<file path="config.mk">
export PLATFORM = sky130hd
export DESIGN_NAME = tpu_axil_csr
export DESIGN_NICKNAME = d
export VERILOG_FILES = /design/src/rtl/tpu_axil_csr.sv
export SDC_FILE = /design/constraint.sdc
export NUM_CORES = 1
export LEC_CHECK = 0
export BUFFER_PORTS_ARGS = -buffer_cell sky130_fd_sc_hd__clkbuf_2
export CAP_MARGIN = 10
export CORE_MARGIN = 2
export CORE_UTILIZATION = 40
export DETAILED_ROUTE_END_ITERATION = 12
export PLACE_DENSITY = 0.65
export SLEW_MARGIN = 20
export SYNTH_ARGS = -nofsm -noshare
export SYNTH_HDL_FRONTEND = slang
export SYNTH_SLANG_ARGS = --single-unit
</file>
<file path="constraint.sdc">
create_clock -name clk -period 3.5 [get_ports clk]
set_clock_uncertainty 0.1 [all_clocks]
set_input_delay 0.35 -clock clk [delete_from_list [all_inputs] [get_ports clk]]
set_output_delay 0.35 -clock clk [all_outputs]
set_load 0.05 [all_outputs]
</file>
<file path="src/rtl/tpu_axil_csr.sv">
// AXI4-Lite control/status block for the TPU layer controller: start pulse,
// busy/done tracking with a saturating cycle counter, and a level interrupt.
module tpu_axil_csr #(
  parameter logic [31:0] VERSION = 32'h2022_0001,
  parameter int unsigned CNT_W   = 32
) (
  input  logic        clk,
  input  logic        rst,
  // write address / data / response
  input  logic [3:0]  s_awaddr,
  input  logic        s_awvalid,
  output logic        s_awready,
  input  logic [31:0] s_wdata,
  input  logic [3:0]  s_wstrb,
  input  logic        s_wvalid,
  output logic        s_wready,
  output logic [1:0]  s_bresp,
  output logic        s_bvalid,
  input  logic        s_bready,
  // read address / data
  input  logic [3:0]  s_araddr,
  input  logic        s_arvalid,
  output logic        s_arready,
  output logic [31:0] s_rdata,
  output logic [1:0]  s_rresp,
  output logic        s_rvalid,
  input  logic        s_rready,
  // layer controller
  output logic        start_o,
  input  logic        done_i,
  output logic        irq_o
);

  localparam logic [1:0] ADDR_CTRL    = 2'd0;
  localparam logic [1:0] ADDR_STATUS  = 2'd1;
  localparam logic [1:0] ADDR_CYCLES  = 2'd2;
  localparam logic [1:0] ADDR_VERSION = 2'd3;
  localparam logic [CNT_W-1:0] CNT_MAX = {CNT_W{1'b1}};

  logic             busy_q;
  logic             done_q;
  logic             irq_en_q;
  logic             done_prev_q;
  logic [CNT_W-1:0] cycles_q;

  logic        wr_hs_c;
  logic        wr_en_c;
  logic        rd_hs_c;
  logic        start_req_c;
  logic        done_set_c;
  logic        done_clr_c;
  logic [31:0] rd_data_c;
  logic        unused_ok;

  // Handshakes complete in the cycle the readies are high; held off while a response is pending
  assign wr_hs_c   = s_awvalid & s_wvalid & ~s_bvalid & ~rst;
  assign rd_hs_c   = s_arvalid & ~s_rvalid & ~rst;
  assign s_awready = wr_hs_c;
  assign s_wready  = wr_hs_c;
  assign s_arready = rd_hs_c;
  assign s_bresp   = 2'b00;
  assign s_rresp   = 2'b00;

  // Only byte lane 0 carries implemented bits
  assign wr_en_c     = wr_hs_c & s_wstrb[0];
  assign start_req_c = wr_en_c && (s_awaddr[3:2] == ADDR_CTRL) && s_wdata[0] && !busy_q;
  assign done_clr_c  = wr_en_c && (s_awaddr[3:2] == ADDR_STATUS) && s_wdata[1];
  assign done_set_c  = done_i & ~done_prev_q & busy_q;

  assign unused_ok = ^{s_wdata[31:2], s_wstrb[3:1], s_awaddr[1:0], s_araddr[1:0]};

  // Read mux; unimplemented bits read as zero
  always_comb begin
    rd_data_c = 32'h0;
    case (s_araddr[3:2])
      ADDR_CTRL:    rd_data_c = {30'h0, irq_en_q, 1'b0};
      ADDR_STATUS:  rd_data_c = {30'h0, done_q, busy_q};
      ADDR_CYCLES:  rd_data_c = 32'(cycles_q);
      ADDR_VERSION: rd_data_c = VERSION;
      default:      rd_data_c = 32'h0;
    endcase
  end

  // Control register and start pulse
  always_ff @(posedge clk or posedge rst) begin
    if (rst) begin
      irq_en_q <= 1'b0;
      start_o  <= 1'b0;
    end else begin
      start_o <= start_req_c;
      if (wr_en_c && (s_awaddr[3:2] == ADDR_CTRL)) begin
        irq_en_q <= s_wdata[1];
      end
    end
  end

  // Busy/done tracking; a done set beats a same-cycle W1C
  always_ff @(posedge clk or posedge rst) begin
    if (rst) begin
      busy_q      <= 1'b0;
      done_q      <= 1'b0;
      done_prev_q <= 1'b0;
    end else begin
      done_prev_q <= done_i;
      if (start_req_c) begin
        busy_q <= 1'b1;
      end else if (done_set_c) begin
        busy_q <= 1'b0;
      end
      if (done_set_c) begin
        done_q <= 1'b1;
      end else if (start_req_c || done_clr_c) begin
        done_q <= 1'b0;
      end
    end
  end

  // Saturating run-length counter, restarted by each accepted start
  always_ff @(posedge clk or posedge rst) begin
    if (rst) begin
      cycles_q <= '0;
    end else if (start_req_c) begin
      cycles_q <= '0;
    end else if (busy_q && (cycles_q != CNT_MAX)) begin
      cycles_q <= cycles_q + CNT_W'(1);
    end
  end

  // Interrupt follows enabled DONE one cycle later
  always_ff @(posedge clk or posedge rst) begin
    if (rst) begin
      irq_o <= 1'b0;
    end else begin
      irq_o <= irq_en_q & done_q;
    end
  end

  // Write response channel
  always_ff @(posedge clk or posedge rst) begin
    if (rst) begin
      s_bvalid <= 1'b0;
    end else if (wr_hs_c) begin
      s_bvalid <= 1'b1;
    end else if (s_bready) begin
      s_bvalid <= 1'b0;
    end
  end

  // Read data channel; data is held until accepted
  always_ff @(posedge clk or posedge rst) begin
    if (rst) begin
      s_rvalid <= 1'b0;
      s_rdata  <= 32'h0;
    end else if (rd_hs_c) begin
      s_rvalid <= 1'b1;
      s_rdata  <= rd_data_c;
    end else if (s_rready) begin
      s_rvalid <= 1'b0;
    end
  end

endmodule

</file>
== After elaboration in Yosys (flattened, before gate mapping) ==
Index checks and enable logic that the tools add are counted.
Operators by class
  add/sub/neg operators: 1
  equal/unequal tests: 5
  multiplexer cells: 11
  bitwise operators: 13
  reduce and logical (&&, ||, !) cells: 15
Operator list (count)
  $pmux 32 s4: 1
  $mux 32: 2
  $add 32x1->32 const B: 1
  $ne 32x32->1 const B: 1
  $reduce_bool 2->1: 5
  $and 1x1->1: 9
  $mux 1: 8
  $logic_and 1x1->1: 6
  $eq 2x1->1 const B: 2
  $eq 2x2->1 const B: 2
  $logic_not 2->1: 2
  $not 1->1: 4
  $logic_not 1->1: 1
  $logic_or 1x1->1: 1
Word-level totals
  flip-flop bits (word level): 72
  input port bits: 52
  output and inout port bits: 43
  word-level logic and storage cells: 55

== Depth between registers and ports, before layout ==
Gate-level depths: netlist of the first run.
  depth after elaboration: 10
  depth in mapped cells: 8
  mapped depth without buffers: 6

== Worst setup path before layout of the first run ==
No wires, ideal clock.
  path kind: input -> output
  from: input port rst
  to: output port s_arready
  arrival: 2932 ps
  required time: 3050 ps
  slack: 118 ps
  stages: 5
  path buffers: 2
  cell sequence: inv_1 > nand3_1 > clkbuf_1 > clkbuf_1 > inv_1
Between the ends
  word-level cells in the longest chain between the ends: 2
RTL lines
  start: declaration: RTL line 8  | input logic rst,
  $not 1->1: RTL line 57  | assign rd_hs_c = s_arvalid & ~s_rvalid & ~rst;
  $and 1x1->1: RTL line 57
  end: declaration: RTL line 23  | output logic s_arready,
No other way between the ends.

== Worst setup path in the final report of the first run ==
  from: register cycles_q[0]
  to: register cycles_q[0]
Between the ends
  word-level cells in the longest chain between the ends: 3
  elaborated cells between the ends (all ways): 6
  those cells by class: add/sub (1); eq/ne (1); mux (2); reduce/logical (2)
RTL lines
  start: declaration: RTL line 44  | logic [CNT_W-1:0] cycles_q;
  start signal: assignment: RTL line 125  | cycles_q <= cycles_q + CNT_W'(1);
  $add 32x1->32 / $ne 32x32->1 (equally long branches): RTL line 125, 124
  $mux 32 / $logic_and 1x1->1 (equally long branches): RTL line 124  | end else if (busy_q && (cycles_q != CNT_MAX)) begin
  $mux 32 / $reduce_bool 2->1 (equally long branches)
Parallel ways exist; a longest one is shown, timed or not. The select of a mux whose other input is x is not followed.
A chain may end at the register's enable or synchronous reset.

==> impl_metrics.tcl, run 1 <==
set metrics [dict create \
    status "completed" \
    hold_class "input port to flop" \
    cp_slowest_cell "dfrtp_1" \
    vias 2845 \
    grt_pass1_wl_um 12700 \
    num_rows 34 \
    cp.arrival_ns 2.64 \
    drive_gt1_share_pct 19.3 \
    regArea_um2 1800 \
    clk-insertion-delay-late_ns 0.35 \
    drt_iter0_drc 149 \
    worst_ir_drop_vdd_uv 215 \
    worstPathRequired_ns 3.64 \
    multi_input_comb_area_um2 1540 \
    synth_edf_count 0 \
    power_switching_uw 944 \
    path_buf_inv 0 \
    leakage_nw 1.81 \
    core_um2 8640 \
    dieHeight_um 97.7 \
    place_inst 522 \
    antenna_left 0 \
    fill_cells 836 \
    cp_cell_sequence "ha_1, nand4_1, nor4_4, and3_1, xnor2_1, a21o_1" \
    crit_fanout 11 \
    pwr-share-comb_pct 25.3 \
    wirelength_um 7550 \
    rsz0062_at_grt "no" \
    htree_levels 3 \
    tritoncts "yes" \
    r2r_cells 6 \
    grt_use_total_pct 16.4 \
    routed_via_density 5.29 \
    die_w_um 97.7 \
    postSynthCellCount 377 \
    critPathMaxStageDelay_ns 0.49 \
    worstSetupPathType "flop to flop" \
    numCtsBuffers 9 \
    drv_cap 0 \
    syn_to_final_growth_pct 14.5 \
    yosys_warnings 0 \
    async_reset_ff_share_pct 100 \
    min_period_ns 2.50 \
    seqPwrFrac_pct 46.4 \
    synth.area.top_cells "dfrtp_1, nand2_1, o21ai_0" \
    start_util_pct 40.7 \
    grt_max_degree 73 \
    cts.sinks 72 \
    place_area_um2 3810 \
    drc 0 \
    path_clk_slew_ns 0.07 \
    io_pins 95 \
    period_share_pct 71.5 \
    diodes 0 \
    final_area_um2 4020 \
    gp_congestion 0.823 \
    endpoint_kind "flop" \
    avgRoutedWirePerCell_um 14.0 \
    pwr-share-clk_pct 28.3 \
    fin_nets 478 \
    grt_pass1_vias 2624 \
    synth_top_area_share_pct 51.3 \
    synth_cell_type_count 46 \
    grt_overflow 0 \
    hold_viol 0 \
    fin_ws_ns 0.998 \
    ys.flop_type "dfrtp_1" \
    path_depth 6 \
    dieArea_um2 9550 \
    ctsHoldBuffers 0 \
    cts_resized 0 \
    clockBufferDepth 2 \
    clockRootBuffer "clkbuf_8" \
    hpwl_um 5320 \
    antenna_found_initial 0 \
    synth-seq-cells 72 \
    avgSynthCellArea_um2 9.32 \
    fmax_mhz 400 \
    totalNegativeSetupSlack_ns 0 \
    stdcell_count 538 \
    postCtsSetupBuffers 0 \
    slew_viol_final 0 \
    port_buffers 53 \
    drt_first_pass_iters 5 \
    tightest_slew_ns 0.911 \
    ys_seq_area_share_pct 51.3 \
    powerDensity_nw_per_um2 633 \
    synth_top_area_cell "dfrtp_1" \
    setup_violations 0 \
    sw_frac_of_total_pct 37.1 \
    hold_ws_ns 0.0432 \
    worstHoldPathCells 1 \
    dp_slack_ns 1.03 \
    p_int_mw 1.60 \
    start_kind "flop" \
    max-slew-margin-rel_pct 39.3 \
    cp_top_family "simple AND/OR/NAND/NOR gates" \
    synth_area_um2 3510 \
]
-- cell type report --
class	instances	share of cell area, %
flip-flops and latches	72	44.8
multi-input cells	276	38.3
repair buffers	56	7.15
clock buffers	13	3.70
well taps	108	3.36
clock inverters	3	1.62
inverters	10	1.06
-- logic make-up (layout without fill, tap and decap cells) --
family                   Yosys count  after routing  share of synthesized area (%)
AO/OA/AOI/OAI                     86             86                           14.1
flip-flops                        72             72                           51.3
multiplexers                       7              7                           2.03
buffers and inverters             32             82                           5.31
XOR/XNOR                           7              7                           1.75
AND/OR/NAND/NOR                  171            171                           25.1
other                              1              4                          0.107
adder cells (fa/ha/maj)            1              1                          0.356
-- sequential cells by signal, indices dropped and copies added, names as in the netlist --
signal       flops
irq_en_q         1
s_bvalid         1
s_rdata         32
cycles_q        32
done_prev_q      1
done_q           1
busy_q           1
start_o          1
s_rvalid         1
irq_o            1
-- through the flow --
stage	util [%]	power [mW]
6_report	46.6	2.54
5_1_grt	46.6	2.69
4_1_cts	46.6	2.56
3_5_place_dp	44.1	1.84
3_3_place_gp	44.1	1.82
2_1_floorplan	-	1.67
-- power groups by stage --
stage	clock network, mW	registers, mW	logic [mW]
after floorplan	0	1.36	0.307
after global placement	0	1.18	0.640
after detailed placement	0	1.19	0.651
after CTS	0.734	1.18	0.653
after global routing	0.773	1.21	0.708
final	0.720	1.18	0.644
-- metal layers --
layer | part of all wire (%) | GRT usage [%] | vias to the layer above
met5 | 0 | 0 | -
met4 | 1.8 | 6.20 | 0
met3 | 4.6 | 4.24 | 12
met2 | 46 | 24.2 | 74
met1 | 48 | 23.5 | 1342
li1 | - | - | 1417
-- cell usage in the layout, fill, tap and decap left out, types with 2 or more instances in the layout --
master / synthesis / layout
nand3_1: 14 / 13
dfrtp_1: 72 / 72
o211ai_1: 2 / 2
and4_1: 7 / 7
o31ai_1: 5 / 5
nand4_1: 12 / 12
or3_1: 9 / 9
or4_1: 4 / 4
xnor2_1: 5 / 5
mux2i_1: 6 / 6
clkbuf_2: 0 / 53
and2_1: 3 / 3
a211oi_1: 4 / 4
nor3_1: 4 / 4
nand2_1: 78 / 78
a21oi_1: 14 / 14
bufinv_16: 0 / 2
clkbuf_8: 0 / 10
buf_4: 8 / 3
nand3_2: 1 / 2
o21ai_0: 50 / 50
a31oi_1: 6 / 6
clkbuf_1: 9 / 3
conb_1: 1 / 4
and3_1: 8 / 8
nor2_1: 20 / 20
xor2_1: 2 / 2
inv_1: 9 / 8
-- worst paths after layout --
check | startpoint | endpoint | slack, ns
setup / recovery | cycles_q[0]$_DFFE_PP0P_ | cycles_q[0]$_DFFE_PP0P_ | 1.0
hold / removal | done_i | done_prev_q$_DFF_PP0_ | 0.04
setup reg to reg | cycles_q[0]$_DFFE_PP0P_ | cycles_q[0]$_DFFE_PP0P_ | 1.0
hold reg to reg | s_rdata[21]$_DFFE_PP0P_ | s_rdata[21]$_DFFE_PP0P_ | 0.38
max in group asynchronous | rst | cycles_q[28]$_DFFE_PP0P_ | 2.44
min in group asynchronous | rst | s_bvalid$_DFFE_PP0P_ | 0.24
-- synthesized netlist by cell type, types with 3 or more instances --
cell type / instances
nand2_1: 78
dfrtp_1: 72
o21ai_0: 50
nor2_1: 20
a21oi_1: 14
nand3_1: 14
nand4_1: 12
clkbuf_1: 9
inv_1: 9
or3_1: 9
and3_1: 8
buf_4: 8
and4_1: 7
a31oi_1: 6
mux2i_1: 6
o31ai_1: 5
xnor2_1: 5
a211oi_1: 4
buf_6: 4
nor3_1: 4
or4_1: 4
and2_1: 3
Note: power is estimated with default switching activity, not from simulation.
==> run 2: changes to the inputs <==
--- a/config.mk
+++ b/config.mk
@@ -10,7 +10,7 @@
 export CORE_MARGIN = 2
 export CORE_UTILIZATION = 40
 export DETAILED_ROUTE_END_ITERATION = 12
-export PLACE_DENSITY = 0.65
+export PLACE_DENSITY = 0.67
 export SLEW_MARGIN = 20
 export SYNTH_ARGS = -nofsm -noshare
 export SYNTH_HDL_FRONTEND = slang
==> constraint.sdc (replaced) <==
create_clock -name clk -period 2 [get_ports clk]
set_clock_uncertainty 0.1 [all_clocks]
set_input_delay 0.2 -clock clk [delete_from_list [all_inputs] [get_ports clk]]
set_output_delay 0.2 -clock clk [all_outputs]
set_load 0.05 [all_outputs]
==> run 2 against run 1 <==
  * Global-route usage increased by 1.3 points
  * Count of clock-buffer cells in the layout fell by 1
  * The flow now finishes with violations (negative setup slack)
  * Wire length rose by 9.1%
  * Via count increased by 8.1%
==> impl_metrics.tcl, run 2 (synthesized netlist as in run 1, its figures left out) <==
set metrics [dict create \
    status "complete, but fails checks" \
    failed_checks "negative setup slack" \
    grt_max_degree 73 \
    antenna_found_initial 0 \
    hold_viol 0 \
    period_share_pct 101 \
    start_kind "flop" \
    die_w_um 97.7 \
    endpoint_kind "flop" \
    tritoncts "yes" \
    clockBufferDepth 2 \
    drt_iter0_drc 142 \
    fill_cells 813 \
    htree_levels 3 \
    avgRoutedWirePerCell_um 14.1 \
    cts.sinks 72 \
    dieHeight_um 97.7 \
    reg_top3 "cycles_q: 32 flops, s_rdata: 32 flops" \
    stdcell_count 583 \
    num_rows 34 \
    vias 3075 \
    fin_nets 524 \
    grt_overflow 0 \
    rsz0062_at_grt "yes" \
    tightest_slew_ns 0.889 \
    leakage_nw 2.01 \
    finalPower_mw 4.44 \
    drv_cap 0 \
    drc 0 \
    cp.arrival_ns 2.15 \
    diodes 0 \
    mostFrequentLayoutCells "nand2_1, dfrtp_1, clkbuf_2" \
    powerDensity_nw_per_um2 1010 \
    drive_gt1_share_pct 27.4 \
    hpwl_um 5850 \
    grt_use_total_pct 17.7 \
    max-slew-margin-rel_pct 40.8 \
    antenna_left 0 \
    path_buf_inv 2 \
    clockRootBuffer "clkbuf_8" \
    fin_ws_ns -0.0286 \
    syn_to_final_growth_pct 25.2 \
    io_pins 95 \
    grt_pass1_vias 2901 \
    path_clk_slew_ns 0.07 \
    dieArea_um2 9550 \
    min_period_ns 2.03 \
    wirelength_um 8230 \
    numCtsBuffers 9 \
    setup_violations 9 \
    postCtsSetupBuffers 0 \
    hold_class "input port to flop" \
    worst_ir_drop_vdd_uv 367 \
    clk-insertion-delay-late_ns 0.34 \
    grt_pass1_wl_um 13800 \
    totalNegativeSetupSlack_ns -0.0624 \
    gp_congestion 0.880 \
    place_inst 564 \
    core_um2 8640 \
    routed_via_density 5.27 \
    port_buffers 53 \
    cp_cell_sequence "nand4bb_1, or3b_4, or3_4, clkinv_4, buf_12, a21oi_1" \
    worstSetupPathType "flop to flop" \
    fmax_mhz 493 \
    start_util_pct 40.7 \
    critPathMaxStageDelay_ns 0.47 \
    cp_slowest_cell "or3_4" \
    crit_fanout 10 \
    slew_viol_final 0 \
    worstPathRequired_ns 2.12 \
    drt_first_pass_iters 5 \
    final_common_cell "nand2_1" \
    cp_top_family "simple AND/OR/NAND/NOR gates" \
]
run 2: changes by cell type in the layout (fill, tap and decap cells not counted), sizes merged:
| cell | change |
|---|---|
| buf | +41 |
| dlygate4sd3 | +4 |
| inv | -1 |
| clkbuf | -1 |
| clkinv | +1 |
| or3 | +1 |
| bufinv | -2 |
| clkinvlp | +2 |
run 2: cell type report:
cell class	instances	area, um^2	share of cell area [%]
Tap cell	108	135	3.07
Timing Repair Buffer	101	673	15.3
Sequential cell	72	1800	41.0
Clock buffer	12	155	3.53
Inverter	10	53.8	1.22
Clock inverter	3	17.5	0.398
Multi-Input combinational cell	277	1560	35.5
run 2: what timing repair did:
| item | in CTS | in global routing |
|---|---|---|
| endpoints found under the setup margin | 20 | 25 |
| resized for setup | 3 | 2 |
| hold endpoints to repair | 5 | 0 |
| cloned | 0 | 1 |
| hold buffers | 4 | 0 |
| pin swaps | 0 | 3 |
run 2: worst min-delay path, stage by stage:
cell	delay (ns)
clkbuf_2	0.10
nor2_1	0.05
mux2_2	0.20
run 2: power by group:
group	internal [mW]	leakage, nW	switching, mW	total [mW]
Clock	0.508	0.0882	0.522	1.03
Sequential	1.73	0.875	0.208	1.94
Combinational	0.499	1.05	0.973	1.47
run 2: per-stage QoR:
stage	util [%]	hold slack, ns	setup slack [ns]	area (um^2)
5_1_grt	50.9	0.153	-0.0979	4400
3_5_place_dp	48.3	0.258	-0.0124	4170
2_1_floorplan	-	0.131	-0.214	3580
6_report	50.9	0.139	-0.0286	4400
4_1_cts	50.9	0.121	-0.00876	4390
3_3_place_gp	48.3	0.245	0.0198	4170
run 2: per-layer routing:
| metal | routed length (um) | GRT usage (%) |
|---|---|---|
| met4 | 166 | 7.91 |
| met3 | 394 | 2.66 |
| met2 | 4050 | 29.4 |
| met5 | 0 | 0 |
| met1 | 3620 | 23.1 |
run 2: final timing paths:
kind	endpoint	slack, ns	cells past startpoint	start
min	irq_en_q$_DFFE_PP0P_	0.14	3	s_awaddr[2]
max reg2reg	cycles_q[13]$_DFFE_PP0P_	-0.03	6	s_bvalid$_DFFE_PP0P_
max in group asynchronous	s_rdata[26]$_DFFE_PP0P_	1.02	4	rst
min in group asynchronous	cycles_q[6]$_DFFE_PP0P_	0.22	4	rst
max	cycles_q[13]$_DFFE_PP0P_	-0.03	6	s_bvalid$_DFFE_PP0P_
min reg2reg	s_rdata[26]$_DFFE_PP0P_	0.38	2	s_rdata[26]$_DFFE_PP0P_
